===== src/rtl/cpu_alu_seq_if.sv =====
// Control-unit handshake and operand/result bus for cpu_alu_seq.
interface cpu_alu_seq_if #(
    parameter int unsigned WIDTH = 8
);
    logic             start;
    logic [3:0]       ope;
    logic [WIDTH-1:0] a;
    logic [WIDTH-1:0] b;
    logic             ready;
    logic             valid;
    logic [WIDTH-1:0] result;
    logic             z_flag;
    logic             c_flag;
    logic             n_flag;
    logic             v_flag;

    modport master (
        output start, ope, a, b,
        input  ready, valid, result, z_flag, c_flag, n_flag, v_flag
    );

    modport slave (
        input  start, ope, a, b,
        output ready, valid, result, z_flag, c_flag, n_flag, v_flag
    );
endinterface


===== src/rtl/cpu_alu_seq.sv =====
// Sequential CPU ALU: registered result/flags, carry chaining through ADC/SBC,
// iterative shift-add multiply and bit-serial multi-bit shifts.
module cpu_alu_seq #(
    parameter int unsigned WIDTH  = 8,
    parameter bit          MUL_EN = 1'b1
) (
    input logic          clk,
    input logic          rst_n,
    cpu_alu_seq_if.slave bus
);
    localparam int unsigned ShW  = $clog2(WIDTH);
    localparam int unsigned CntW = ShW + 1;

    localparam logic [3:0] OpAdd  = 4'd1;
    localparam logic [3:0] OpSub  = 4'd2;
    localparam logic [3:0] OpAnd  = 4'd3;
    localparam logic [3:0] OpOr   = 4'd4;
    localparam logic [3:0] OpAdc  = 4'd5;
    localparam logic [3:0] OpXor  = 4'd6;
    localparam logic [3:0] OpShl  = 4'd7;
    localparam logic [3:0] OpShr  = 4'd8;
    localparam logic [3:0] OpNota = 4'd9;
    localparam logic [3:0] OpNotb = 4'd10;
    localparam logic [3:0] OpSbc  = 4'd11;
    localparam logic [3:0] OpMul  = 4'd12;
    localparam logic [3:0] OpShln = 4'd13;
    localparam logic [3:0] OpShrn = 4'd14;
    localparam logic [3:0] OpCmp  = 4'd15;

    typedef enum logic [1:0] {StIdle, StExec, StDone} state_e;

    state_e             state_q, state_d;
    logic [3:0]         op_q, op_d;
    logic [WIDTH-1:0]   a_q, a_d;
    logic [2*WIDTH-1:0] prod_q, prod_d;
    logic [CntW-1:0]    count_q, count_d;
    logic [WIDTH-1:0]   result_q, result_d;
    logic               z_q, c_q, n_q, v_q;

    logic               accept, is_mul, is_shn, wr, c_new, v_new;
    logic [ShW-1:0]     shamt;
    logic [WIDTH-1:0]   opb, fv;
    logic               cin, ovf;
    logic [WIDTH:0]     sum, mul_sum;
    logic [2*WIDTH-1:0] step;
    logic               step_out;

    // DONE behaves like IDLE for acceptance so back-to-back starts chain on the new carry
    assign accept = (state_q != StExec) && bus.start;
    assign is_mul = MUL_EN && (bus.ope == OpMul);
    assign is_shn = (bus.ope == OpShln) || (bus.ope == OpShrn);
    assign shamt  = bus.b[ShW-1:0];

    always_ff @(posedge clk or negedge rst_n) begin
        if (!rst_n) begin
            state_q <= StIdle;
        end else begin
            state_q <= state_d;
        end
    end

    always_comb begin
        state_d = state_q;
        case (state_q)
            StExec: begin
                if (count_q == CntW'(1)) state_d = StDone;
            end
            default: begin
                state_d = StIdle;
                if (bus.start) begin
                    state_d = (is_mul || (is_shn && shamt != '0)) ? StExec : StDone;
                end
            end
        endcase
    end

    always_comb begin
        bus.ready = (state_q != StExec);
        bus.valid = (state_q == StDone);
    end

    // Single-cycle arithmetic at WIDTH+1 bits
    always_comb begin
        opb = bus.b;
        cin = 1'b0;
        case (bus.ope)
            OpAdc:        cin = c_q;
            OpSub, OpCmp: begin opb = ~bus.b; cin = 1'b1; end
            OpSbc:        begin opb = ~bus.b; cin = c_q; end
            default: ;
        endcase
        sum = {1'b0, bus.a} + {1'b0, opb} + {{WIDTH{1'b0}}, cin};
        ovf = (bus.a[WIDTH-1] == opb[WIDTH-1]) && (sum[WIDTH-1] != bus.a[WIDTH-1]);
    end

    // One EXEC iteration; for shifts only the low half of prod_q is live
    always_comb begin
        mul_sum  = {1'b0, prod_q[2*WIDTH-1:WIDTH]} + {1'b0, a_q & {WIDTH{prod_q[0]}}};
        step_out = 1'b0;
        case (op_q)
            OpShln: begin
                step     = {prod_q[2*WIDTH-1:WIDTH], prod_q[WIDTH-2:0], 1'b0};
                step_out = prod_q[WIDTH-1];
            end
            OpShrn: begin
                step     = {prod_q[2*WIDTH-1:WIDTH], 1'b0, prod_q[WIDTH-1:1]};
                step_out = prod_q[0];
            end
            default: step = {mul_sum, prod_q[WIDTH-1:1]};
        endcase
    end

    always_comb begin
        op_d     = op_q;
        a_d      = a_q;
        prod_d   = prod_q;
        count_d  = count_q;
        result_d = result_q;
        fv       = result_q;
        c_new    = 1'b0;
        v_new    = 1'b0;
        wr       = 1'b0;
        if (accept) begin
            op_d = bus.ope;
            a_d  = bus.a;
            if (is_mul) begin
                prod_d  = {{WIDTH{1'b0}}, bus.b};
                count_d = CntW'(WIDTH);
            end else if (is_shn && shamt != '0) begin
                prod_d  = {{WIDTH{1'b0}}, bus.a};
                count_d = {1'b0, shamt};
            end else begin
                wr = 1'b1;
                case (bus.ope)
                    OpAdd, OpAdc, OpSub, OpSbc: begin
                        result_d = sum[WIDTH-1:0];
                        c_new    = sum[WIDTH];
                        v_new    = ovf;
                    end
                    OpCmp: begin
                        c_new = sum[WIDTH];
                        v_new = ovf;
                    end
                    OpAnd:          result_d = bus.a & bus.b;
                    OpOr:           result_d = bus.a | bus.b;
                    OpXor:          result_d = bus.a ^ bus.b;
                    OpShl:          result_d = {bus.a[WIDTH-2:0], 1'b0};
                    OpShr:          result_d = {1'b0, bus.a[WIDTH-1:1]};
                    OpNota:         result_d = ~bus.a;
                    OpNotb:         result_d = ~bus.b;
                    OpShln, OpShrn: result_d = bus.a;
                    default:        result_d = '0;  // opcode 0, or MUL when not built
                endcase
                fv = (bus.ope == OpCmp) ? sum[WIDTH-1:0] : result_d;
            end
        end else if (state_q == StExec) begin
            prod_d  = step;
            count_d = count_q - CntW'(1);
            if (count_q == CntW'(1)) begin
                wr       = 1'b1;
                result_d = step[WIDTH-1:0];
                fv       = step[WIDTH-1:0];
                if (op_q == OpMul) begin
                    c_new = |step[2*WIDTH-1:WIDTH];
                    v_new = c_new;
                end else begin
                    c_new = step_out;
                end
            end
        end
    end

    always_ff @(posedge clk or negedge rst_n) begin
        if (!rst_n) begin
            op_q     <= '0;
            a_q      <= '0;
            prod_q   <= '0;
            count_q  <= '0;
            result_q <= '0;
            z_q      <= 1'b0;
            c_q      <= 1'b0;
            n_q      <= 1'b0;
            v_q      <= 1'b0;
        end else begin
            op_q    <= op_d;
            a_q     <= a_d;
            prod_q  <= prod_d;
            count_q <= count_d;
            if (wr) begin
                result_q <= result_d;
                z_q      <= (fv == '0);
                c_q      <= c_new;
                n_q      <= fv[WIDTH-1];
                v_q      <= v_new;
            end
        end
    end

    assign bus.result = result_q;
    assign bus.z_flag = z_q;
    assign bus.c_flag = c_q;
    assign bus.n_flag = n_q;
    assign bus.v_flag = v_q;
endmodule

===== src/flat_wrapper.sv =====
// flat-port wrapper written by rule: the top's interface ports become plain ports
module cpu_alu_seq_flat 
#(
    parameter int unsigned WIDTH  = 8,
    parameter bit          MUL_EN = 1'b1
)
  (clk, rst_n, bus_start, bus_ope, bus_a, bus_b, bus_ready, bus_valid, bus_result, bus_z_flag, bus_c_flag, bus_n_flag, bus_v_flag);
  cpu_alu_seq_if #(.WIDTH(WIDTH)) bus_i ();
  input logic clk;
  input logic rst_n;
  input wire logic [$bits(bus_i.start)-1:0] bus_start;
  input wire logic [$bits(bus_i.ope)-1:0] bus_ope;
  input wire logic [$bits(bus_i.a)-1:0] bus_a;
  input wire logic [$bits(bus_i.b)-1:0] bus_b;
  output wire logic [$bits(bus_i.ready)-1:0] bus_ready;
  output wire logic [$bits(bus_i.valid)-1:0] bus_valid;
  output wire logic [$bits(bus_i.result)-1:0] bus_result;
  output wire logic [$bits(bus_i.z_flag)-1:0] bus_z_flag;
  output wire logic [$bits(bus_i.c_flag)-1:0] bus_c_flag;
  output wire logic [$bits(bus_i.n_flag)-1:0] bus_n_flag;
  output wire logic [$bits(bus_i.v_flag)-1:0] bus_v_flag;
  assign bus_i.start = bus_start;
  assign bus_i.ope = bus_ope;
  assign bus_i.a = bus_a;
  assign bus_i.b = bus_b;
  assign bus_ready = bus_i.ready;
  assign bus_valid = bus_i.valid;
  assign bus_result = bus_i.result;
  assign bus_z_flag = bus_i.z_flag;
  assign bus_c_flag = bus_i.c_flag;
  assign bus_n_flag = bus_i.n_flag;
  assign bus_v_flag = bus_i.v_flag;
  cpu_alu_seq #(.WIDTH(WIDTH), .MUL_EN(MUL_EN)) u_core (.clk(clk), .rst_n(rst_n), .bus(bus_i));
endmodule

===== config.mk =====
export PLATFORM = sky130hd
export DESIGN_NAME = cpu_alu_seq_flat
export DESIGN_NICKNAME = d
export VERILOG_FILES = /design/src/rtl/cpu_alu_seq_if.sv /design/src/rtl/cpu_alu_seq.sv /design/src/flat_wrapper.sv
export SDC_FILE = /design/constraint.sdc
export NUM_CORES = 1
export LEC_CHECK = 0
export CAP_MARGIN = 10
export CORE_ASPECT_RATIO = 1.2
export CORE_MARGIN = 4
export CORE_UTILIZATION = 40
export CTS_CLUSTER_SIZE = 8
export DETAILED_ROUTE_END_ITERATION = 6
export HOLD_SLACK_MARGIN = 0.03
export PLACE_DENSITY = 0.58
export SYNTH_ARGS = -nofsm -noshare
export SYNTH_HDL_FRONTEND = slang
export SYNTH_SLANG_ARGS = --single-unit

===== constraint.sdc =====
create_clock -name clk -period 4.64 [get_ports clk]
set_input_delay 0.928 -clock clk [delete_from_list [all_inputs] [get_ports clk]]
set_output_delay 0.928 -clock clk [all_outputs]
set_load 0.1 [all_outputs]

; ---- Yosys cells after proc, flatten, opt, wreduce, memory -nomap -nowiden
; Cells that the tools add are included.
[word_totals]
reg_bits = 46
word_cells = 110
n_memories = 0
rom_bits = 0
inputBits = 23
latchBits = 0
out_inout_bits = 14
ram_bits = 0
[classes]
mul = 0
order_cmp = 0
eq_ne = 28
div_mod_pow = 0
addsub = 4
n_reduce_logical = 17
shifts = 0
bitwise_logic = 6
muxes = 45
[op_table]
columns = cell, n
row1 = $mux 8, 10
row2 = $pmux 8 s10, 1
row3 = $mux 16, 4
row4 = $eq 4x4->1 const B, 11
row5 = $pmux 16 s2, 1
row6 = $mux 1, 19
row7 = $add 8x8->9, 2
row8 = $and 8x8->8, 2
row9 = $eq 4x3->1 const B, 4
row10 = $mux 4, 4
row11 = $not 8->8, 2
row12 = $add 9x1->9, 1
row13 = $eq 4x1->1 const B, 2
row14 = $eq 4x2->1 const B, 2
row15 = $logic_not 8->1, 1
row16 = $mux 2, 4
row17 = $or 8x8->8, 1
row18 = $reduce_or 8->1, 1
row19 = $xor 8x8->8, 1
row20 = $reduce_or 2->1, 3
row21 = $reduce_or 5->1, 1
row22 = $ne 2x1->1 const B, 2
row23 = $ne 2x2->1 const B, 2
row24 = $pmux 1 s2, 2
row25 = 14 further kinds, 17

; ---- Depth between registers and ports, before layout
[logic_depth]
ltp_word = 11
ltp_mapped = 16
depth_no_buf = 13

; ---- Worst setup path after synthesis
; Ideal clock, no wire load.
[synth_timing]
path_kind = input -> register
from = input port bus_ope[3]
to = register u_core.z_q (netlist: u_core.bus.z_flag)
n_path_buf = 4
path_slack_ns = 0.321
cell_stages = 16
required_ns = 4.557
t_arrival_ns = 4.236
setup_ns = 0.083
cell_sequence = buf_6 -> buf_6 -> buf_2 -> buf_2 -> nor3_1 -> o21ai_2 -> xnor2_1 -> fa_1 -> fa_1 -> a211oi_2 -> o21ai_1 -> a21oi_1 -> xnor2_1 -> a2111oi_2 -> nand4_1 -> a22oi_2
[synth_between]
elab_chain_len = 11
word_cells_on_any_way = 35
classes_between = 2 x add/sub / 15 x eq/ne / 10 x mux / 8 x reduce/logical
[synth_rtl]
columns = item, line_no
row1 = from (decl), flat_wrapper.sv:12  ; input wire logic [$bits(bus_i.ope)-1:0] bus_ope;
row2 = "$eq 4x2->1, or another cell as far along", "cpu_alu_seq.sv:86, cpu_alu_seq.sv:134"
row3 = $reduce_or 3->1 (no line), n/a
row4 = $mux 8, n/a
row5 = $add 8x8->9, cpu_alu_seq.sv:92  ; sum = {1'b0, bus.a} + {1'b0, opb} + {{WIDTH{1'b0}}, cin};
row6 = $add 9x1->9, cpu_alu_seq.sv:92
row7 = $pmux 8 s10, cpu_alu_seq.sv:134  ; case (bus.ope)
row8 = $mux 8, cpu_alu_seq.sv:154  ; fv = (bus.ope == OpCmp) ? sum[WIDTH-1:0] : result_d;
row9 = $mux 8, cpu_alu_seq.sv:129  ; end else if (is_shn && shamt != '0) begin
row10 = $mux 8, cpu_alu_seq.sv:126  ; if (is_mul) begin
row11 = $mux 8, cpu_alu_seq.sv:123  ; if (accept) begin
row12 = $logic_not 8->1, cpu_alu_seq.sv:191  ; z_q <= (fv == '0);
row13 = to (signal assigned), cpu_alu_seq.sv:191
row14 = to (decl), cpu_alu_seq.sv:38  ; logic z_q, c_q, n_q, v_q;
; Several ways; a longest one is shown, not always the timed one.
; A chain may end at the register's enable or synchronous reset.

; ---- Worst setup path after layout
[layout_timing]
from = input port bus_ope[0]
to = register u_core.z_q (netlist: u_core.bus.z_flag)
; The elaborated chain is that of the path after synthesis.

==> impl_summary.log <==
INFO  metric place.port_buffers = 36
INFO  metric drt.antenna.violating_nets = 0
INFO  metric synth_area_leaders = dfrtp_1, ha_1, o21ai_0
INFO  metric global_route.peak_usage_layer = met2
INFO  metric yosys_cell_types = 87
INFO  metric required = 4.85 ns
INFO  metric timing.critical_path.from = bus_ope[0]
INFO  metric post_route_setup_slack = 0.538 ns
INFO  metric via_per_inst = 6.22
INFO  metric dp_hpwl = 11.0 mm
INFO  metric syn-num-nets = 593
INFO  metric max_slew_margin = 31.0%
INFO  metric critical-path-slowest-cell = fa_1
INFO  metric ctsLongestPathBuffers = 2
INFO  metric grt_usage = 22.3%
INFO  metric synth_area = 4470 µm²
INFO  metric numCtsBuffers = 5
INFO  metric ys_warn_count = 0
INFO  metric final_routed_drc_violation_total = 0
INFO  metric worst_pin_slew = 1.03 ns
INFO  metric gp_congestion = 0.951
INFO  metric postSynth.asyncResetShare = 100%
INFO  metric unrepaired_setup_endpoints_after_global_routing = no
INFO  metric site_rows = 42
INFO  metric fin_worst_skew = 0.00883 ns
INFO  metric grt_pass1_wl = 22.8 mm
INFO  metric crit_path_cell_trace = clkdlybuf4s50_1, and2_1, buf_4, o21ai_2, xnor2_1, fa_1, fa_1, a211oi_2, o21ai_1, a21oi_1, xnor2_1, a2111oi_2, nand4_1, a22oi_2
INFO  metric remaining_global_route_overflow = 0
INFO  metric final_core_util = 45.8%
INFO  metric postSynthRegisterBits = 46
INFO  metric number_of_global_route_vias_before_repair = 4201
INFO  metric dp_worst_setup_slack = 0.265 ns
INFO  metric arrival = 4.31 ns
INFO  metric wirelength = 14.3 mm
INFO  metric crit_path_max_fanout = 4
INFO  metric synth_area_leader_cell = dfrtp_1
INFO  metric floorplan_core_area = 11000 µm²
INFO  metric vias = 4318
INFO  metric power.density_cell_area = 431 nW/µm²
INFO  metric die-area = 12900 µm²
INFO  metric outcome = finished clean
INFO  metric startpoint_type = input port
INFO  metric period_needed = 4.10 ns
INFO  metric layout.nets = 620
INFO  metric drive_above_1_share = 9.25%
INFO  metric post-route-period-util = 88.4%
INFO  metric die_width = 105 µm
INFO  metric yosysTopAreaCellShare = 25.7%
INFO  metric max_cap_viol_count = 0
INFO  metric path_class = in2reg
INFO  metric maxSlewViolCount = 0
INFO  metric n_antenna_cell = 0
INFO  metric yosys.area_share.xor_xnor = 4.09%
INFO  metric timing.critical_path.slowest_cell_delay = 0.48 ns
INFO  metric floorplan.io_pins = 37
INFO  metric number_of_endpoints_failing_setup_at_the_final_stage = 0
INFO  metric globalRouteMet3Util = 2.70%
INFO  metric first_pass_iters = 5
INFO  metric synthCells = 534
INFO  metric path_clk_slew = 0.07 ns
INFO  metric critical_path.top_delay_family = compound AO/OA/AOI/OAI gates
INFO  metric min-delay-start = u_core.a_q[7]
INFO  metric grtUsageMet1 = 28.6%
INFO  metric initial_core_util = 40.7%
INFO  metric grt_start_max_net_pins = 47
INFO  metric tritoncts = done
INFO  metric ctsRootBufferMaster = clkbuf_16
INFO  metric grt_use_met2 = 37.4%
INFO  metric power.static_leakage = 2.20 nW
INFO  metric worstReg2RegStart = u_core.state_q[1]
INFO  metric die_height = 124 µm
INFO  metric post_synth_and_or_nand_nor_area_fraction = 21.6%
INFO  metric synth.yosys.seq_area_share = 25.7%
INFO  metric post-cts-setup-buffer-count = 0
INFO  metric post_synth_fa_ha_maj_area_fraction = 10.6%
INFO  metric drt_iter0_markers = 461
INFO  metric ctsResizeCount = 0
INFO  metric timing_hold_violations_final = 0
INFO  metric max_freq = 244 MHz
INFO  metric worst_hold_path_type = reg2reg
INFO  metric flow.area_growth_from_synthesis = 12.6%
INFO  metric synth.area.mux_share = 2.49%
INFO  metric wire_per_inst = 20.6 µm
INFO  metric hold_buffers = 0
INFO  metric grt_antenna_before_repair = 0
INFO  metric tritoncts_sink_count = 46
INFO  metric most_common_library_cell_in_the_layout_ignoring_fill_and_taps = nand2_1
INFO  metric post_synth_edffs = 0
INFO  metric synth-compound-area-share = 27.9%
INFO  metric synth_flop_cell = dfrtp_1
INFO  metric insertion_delay = 0.30 ns
INFO  metric power.ir.vdd_worst = 0.194 mV
INFO  metric final_cell_mix = nand2_1, o21ai_0, dfrtp_1
INFO  metric finalPower = 2.17 mW
INFO  metric timing.setup.tns = 0 ns
INFO  metric postSynthAreaPerCell = 8.37 µm²
INFO  metric path_buf_inv = 2
INFO  metric synth_top_family_by_area = compound AO/OA/AOI/OAI gates
INFO  metric critical_path_endpoint_category = flip-flop
INFO  metric cts_max_level = 2
[path summary, 6_finish.rpt]
path	cells past startpoint	to	slack, ns
max in group asynchronous	1	u_core.prod_q[14]	3.18
min in group asynchronous	1	u_core.prod_q[9]	0.82
min reg2reg	2	u_core.a_q[7]	0.47
min	2	u_core.a_q[7]	0.47
max reg2reg	8	u_core.bus.result[6]	1.15
max	14	u_core.bus.z_flag	0.54
[logic make-up (layout without fill, tap and decap cells)]
logic type	after synthesis	count (layout)
adders and majority gates	36	36
muxes	11	11
buffers and inverters	61	89
DFF	46	46
xor gates and xnor gates	20	20
and+or+nand+nor	184	184
AOI/OAI and AO/OA	176	176
[cell type report]
type | instances | area (µm²)
Clock buffer | 5 | 125
Clock inverter | 3 | 40.0
Fill cell | 1083 | 5950
Inverter | 31 | 116
Multi-Input combinational cell | 427 | 2980
Sequential cell | 46 | 1150
Tap cell | 132 | 165
Timing Repair Buffer | 50 | 460
[layer usage]
layer | routed length (µm) | part of all wire, %
met1 | 6020 | 42
met2 | 6670 | 47
met3 | 934 | 6.5
met4 | 661 | 4.6
met5 | 0 | 0
[synth_stat cells (all sizes together) (8+ instances only)]
library cell	number
nor2	33
nor3	17
a21oi	24
clkbuf	11
o21ai	55
a211oi	8
a21o	8
inv	31
buf	19
and2	15
nand2	62
xnor2	15
dfrtp	46
ha	33
nand3	15
mux2i	10
a31oi	8
[state kept, by name (all words and copies together) (netlist names)]
signal             flops
u_core.prod_q         16
u_core.a_q             8
u_core.bus.result      8
u_core.count_q         4
u_core.op_q            4
u_core.state_q         2
u_core.bus.c_flag      1
u_core.bus.n_flag      1
u_core.bus.v_flag      1
u_core.bus.z_flag      1
[stage by stage]
stage,hold slack (ns),area (µm²),cells
after global placement,0.457,4870,686
after detailed placement,0.462,4870,686
after floorplan,0.442,4470,534
final,0.469,5030,694
after global routing,0.497,5030,694
after CTS,0.475,5030,694
[tightest hold or removal path: stages, from the launching register on]
cell and delay, ns:
dfrtp_1 0.33, nand2_1 0.05, o21ai_0 0.06
[where the power goes]
part	total, mW	leakage [nW]	internal, mW	switching [mW]
clock	0.410	0.0836	0.252	0.158
combinational	1.10	1.54	0.390	0.706
sequential	0.666	0.575	0.521	0.144
total	2.17	2.20	1.16	1.01
(Power assumes the default switching activity.)
==> patch 1, RTL diff (same settings) <==
Encoding of `state_e`: now one-hot (3 bits for 3 states).
--- a/src/rtl/cpu_alu_seq.sv
+++ b/src/rtl/cpu_alu_seq.sv
@@ -29,3 +29,3 @@
 
-    typedef enum logic [1:0] {StIdle, StExec, StDone} state_e;
+    typedef enum logic [2:0] {StIdle = 3'b001, StExec = 3'b010, StDone = 3'b100} state_e;
 
Behaviour: same outputs for any inputs over 4 cycles, from zero or initial values and one cycle with rst_n low; so few cycles prove little.
==> patch 1 against the original RTL <==
Cell area about the same. Die area down 2.7%. Setup slack worse by 180 ps. Via count down 3.9%. Synthesized area down 2.9%. Register-to-register slack better by 150 ps. Total power down 14%. Sequential cell count up 1. Critical path type unchanged. Non-clock buffer count up 7. Wire length down 4.3%.
==> patch 1: results (changes against the original RTL) <==
Post-Syn Instances - 533 (-0.19%)
DP HPWL - 10600 µm (-3.6%)
Yosys Warn Count - 0 (unchanged)
Placer Congestion - 0.922 (-3.1%)
Power share of the sequential group - 32.4% (+1.7 points)
Switch share - 41.8% (-4.6 points)
Non-clock buffers - 57 (+14%)
Seq cells post-synth - 47 (+2.2%)
First-pass GRT wire length - 22000 µm (-3.3%)
Max incr delay on CP - 430 ps (-50 ps)
Adder-cell area share of the yosys netlist - 10.9% (+0.31 points)
Total Die Area - 12600 µm² (-2.7%)
Filler cell count - 1061 (-2.0%)
Fraction of area in multi-input gates - 58.1% (-1.0 points)
Iter 0 DRT Violations - 319 (-31%)
Invs w/o clock - 23 (-26%)
Area contributors post-synth - dfrtp_1 27%, ha_1 9.5%, o21ai_0 6.1%
Layout Skew - 6.48 ps (-2.34 ps)
Clock network share of area - 3.45% (+0.17 points)
Post-Place Setup Slack - 35.0 ps (-230 ps)
Post-synthesis compound-gate area fraction - 27.2% (-0.65 points)
Inst Count DP - 687 (+0.15%)
Commonest cells post-synth - 53 x o21ai_0, 47 x nand2_1, 46 x dfrtp_1, 40 x nor2_1, 33 x ha_1
Max Slew Vio Count - 0 (unchanged)
Clock buffers - 6 (+1)
Outcome - finished, final reports clean
Non-clock buffering overhead - 10.2% (+1.0 points)
#MultiIn Comb - 431 (+0.94%)
Largest net degree at the start of global routing - 48 (+2.1%)
Met3 WL - 469 µm (-50%)
CP max FO - 2 (-2)
Nets@finish - 624 (+0.65%)
Leak - 0.00227 µW (+3.2%)
DR WL met2 - 6800 µm (+1.9%)
Syn Nets - 592 (-0.17%)
Vias in the first global route - 4053 (-3.5%)
Arr. time, crit path - 4520 ps (+210 ps)
Synth cell types - 69 (-21%)
Post-synthesis mux area share - 3.51% (+1.0 points)
Layout cells sized above 1 - 7.77% (-1.5 points)
Share of power burned in the clock network - 22.7% (+3.8 points)
Layout Cells excl Fill - 695 (+0.14%)
WL per Instance - 19.7 µm (-4.4%)
Met3 usage - 2.41% (-0.29 points)
Total Power - 1860 µW (-14%)
Initial antenna violation count - 0 (unchanged)
Area growth from synthesis to layout - 16.0%
Met1 Use GR - 29.2% (+0.56 points)
Routed vias/inst - 5.97 (-4.0%)
Synth Area in XOR/XNOR - 4.24% (+0.15 points)
GRT Total Usage - 22.6% (+0.31 points)
M1 WL - 5960 µm (-0.95%)
Slew HR - 30.6% (-0.45 points)
DRT Pass-1 Iters - 5 (unchanged)
Placed inst area - 4860 µm² (-0.13%)
Maximum vdd drop - 130 µV (-33%)
## patch 1: cell types whose count changed after synthesis, sizes merged, moves of 4 or more
cell,delta
a211oi,+13
and3,+4
buf,-9
clkbuf,+11
inv,-8
nand2,-15
nor2,+7
nor2b,+8
nor3,-4
o2111ai,-7
o311ai,-4
or3,-4
## patch 1: path summary, 6_finish.rpt
path,from,to,slack [ps],depth (start not counted)
worst max-delay path,bus_ope[2],u_core.bus.z_flag$_DFFE_PN0P_,360,15
min in group asynchronous,rst_n,u_core.count_q[1]$_DFFE_PN0P_,820,1
max in group asynchronous,rst_n,u_core.prod_q[14]$_DFFE_PN0P_,3170,1
worst min register to register,u_core.a_q[3]$_DFFE_PN0P_,u_core.a_q[3]$_DFFE_PN0P_,470,2
worst min-delay path,u_core.a_q[3]$_DFFE_PN0P_,u_core.a_q[3]$_DFFE_PN0P_,470,2
worst max register to register,u_core.bus.c_flag$_DFFE_PN0P_,u_core.bus.z_flag$_DFFE_PN0P_,1300,13
==> patch 2, RTL diff (config.mk and constraints unchanged) <==
Made on the original files. `MUL_EN` is set to 1'b1 in 2 places; all go to 1'b0.
--- a/src/rtl/cpu_alu_seq.sv
+++ b/src/rtl/cpu_alu_seq.sv
@@ -4,3 +4,3 @@
     parameter int unsigned WIDTH  = 8,
-    parameter bit          MUL_EN = 1'b1
+    parameter bit          MUL_EN = 1'b0
 ) (
--- a/src/flat_wrapper.sv
+++ b/src/flat_wrapper.sv
@@ -4,3 +4,3 @@
     parameter int unsigned WIDTH  = 8,
-    parameter bit          MUL_EN = 1'b1
+    parameter bit          MUL_EN = 1'b0
 )
Formal check against the unedited RTL: not equivalent (Yosys sat finds a counterexample within 4 cycles, from zero or initial values and one cycle with rst_n low).
==> patch 2 against the original RTL <==
Wire length is 0.94% lower. Synthesized area is 2.5% lower. Fmax shrank 2.9%. Total power decreased by 9.6%. Cell area about the same. Setup slack worse by 120 ps. Sequential cell count unchanged. First-iteration DRC count decreased by 21%. Critical endpoint unchanged. Largest power group unchanged. Highest routed layer unchanged.
==> patch 2: results (changes against the original RTL) <==
Outcome - finished, final reports clean
Post-synthesis mux area share - 3.53% (+1.0 points)
Chip Width - 103 µm (-1.2%)
Arr. time, crit path - 4460 ps (+150 ps)
Post-synthesis compound-gate area fraction - 27.6% (-0.32 points)
Iter 0 DRT Violations - 363 (-21%)
CP max FO - 6 (+2)
Post-CTS Setup Bufs - 0 (unchanged)
CTS max path bufs - 2 (unchanged)
WHS - 473 ps (+3.77 ps)
Sequential area share after synthesis - 26.4% (+0.66 points)
Commonest cells post-synth - 59 x nand2_1, 46 x dfrtp_1, 46 x o21ai_0, 40 x nor2_1, 33 x ha_1
Synth Area in XOR/XNOR - 4.42% (+0.33 points)
CTS Root Cell - clkbuf_16
Worst path slowest cell - clkdlybuf4s50_1
Slew @ Worst Pin - 1070 ps (+30.6 ps)
Layout cells sized above 1 - 9.04% (-0.21 points)
Post-Place Setup Slack - 136 ps (-129 ps)
Largest net degree at the start of global routing - 47 (unchanged)
Nets@finish - 622 (+0.32%)
Maximum vdd drop - 271 µV (+40%)
GRT Total Usage - 23.3% (+0.95 points)
Register bank with the most flops - u_core.prod_q
Reg2Reg Depth - 10 (+2)
Adder-cell area share of the yosys netlist - 10.8% (+0.27 points)
Mean Syn Cell Area - 8.24 µm² (-1.6%)
Clk pin slew, worst setup/hold paths - 70 ps (about the same)
First-pass GRT wire length - 22500 µm (-1.1%)
I/O Buffers - 36 (unchanged)
Synth cell types - 79 (-9.2%)
Syn Nets - 588 (-0.84%)
Vias in the first global route - 4195 (-0.14%)
Max incr delay on CP - 520 ps (+40 ps)
Vias post-DR - 4278 (-0.93%)
Placed inst area - 4870 µm² (about the same)
Layout Skew - 8.30 ps (-0.529 ps)
Worst Setup Slack, final - 417 ps (-122 ps)
Drt total wl - 14200 µm (-0.94%)
WL per Instance - 20.4 µm (-0.79%)
Area contributors post-synth - dfrtp_1 26%, ha_1 9.5%, o21ai_0 5.3%
R2R Setup Slk - 1030 ps (-120 ps)
Inst Count DP - 685 (-0.15%)
Resize count post-CTS - 0 (unchanged)
Placer Congestion - 0.955 (+0.36%)
Leak - 0.00219 µW (-0.42%)
DP HPWL - 11000 µm (about the same)
## patch 2: routing by layer
layer  part of all wire [%]  wire [µm]  track usage [%]  vias to the layer above
met3                    4.7        669             2.84                       42
met5                      0          0                0                        -
met4                    5.1        722             11.4                        0
met1                     42       5890             29.2                     2050
met2                     49       6870             39.0                      164
li1                       -          -                -                     2022
## patch 2: where the power goes
group	total (µW)	switching [µW]	leakage [µW]	internal (µW)
sequential	633	124	0.000573	509
combinational	917	580	0.00153	337
clock	414	159	0.0000842	255
total	1960	863	0.00219	1100
## patch 2: cell families (layout without fill, tap and decap cells)
group / count (synthesis) / in the layout
AOI/OAI and AO/OA: 170 / 170
xor gates and xnor gates: 22 / 22
adders and majority gates: 36 / 36
buffers and inverters: 58 / 93
DFF: 46 / 46
muxes: 15 / 15
and+or+nand+nor: 182 / 182
## patch 2: path summary, 6_finish.rpt
check / start / end
max reg2reg: u_core.prod_q[0]$_DFFE_PN0P_ / u_core.bus.v_flag$_DFFE_PN0P_
min reg2reg: u_core.a_q[0]$_DFFE_PN0P_ / u_core.a_q[0]$_DFFE_PN0P_
max in group asynchronous: rst_n / u_core.prod_q[7]$_DFFE_PN0P_
min in group asynchronous: rst_n / u_core.prod_q[9]$_DFFE_PN0P_
max: bus_ope[3] / u_core.bus.z_flag$_DFFE_PN0P_
min: u_core.a_q[0]$_DFFE_PN0P_ / u_core.a_q[0]$_DFFE_PN0P_
## patch 2: final cells by class
class	instances	area (µm²)
inverter	29	109
clock buffer	5	125
multi-input combinational	425	2940
sequential	46	1150
tap	129	161
timing repair buffer	56	505
fill	1041	5530
clock inverter	3	43.8
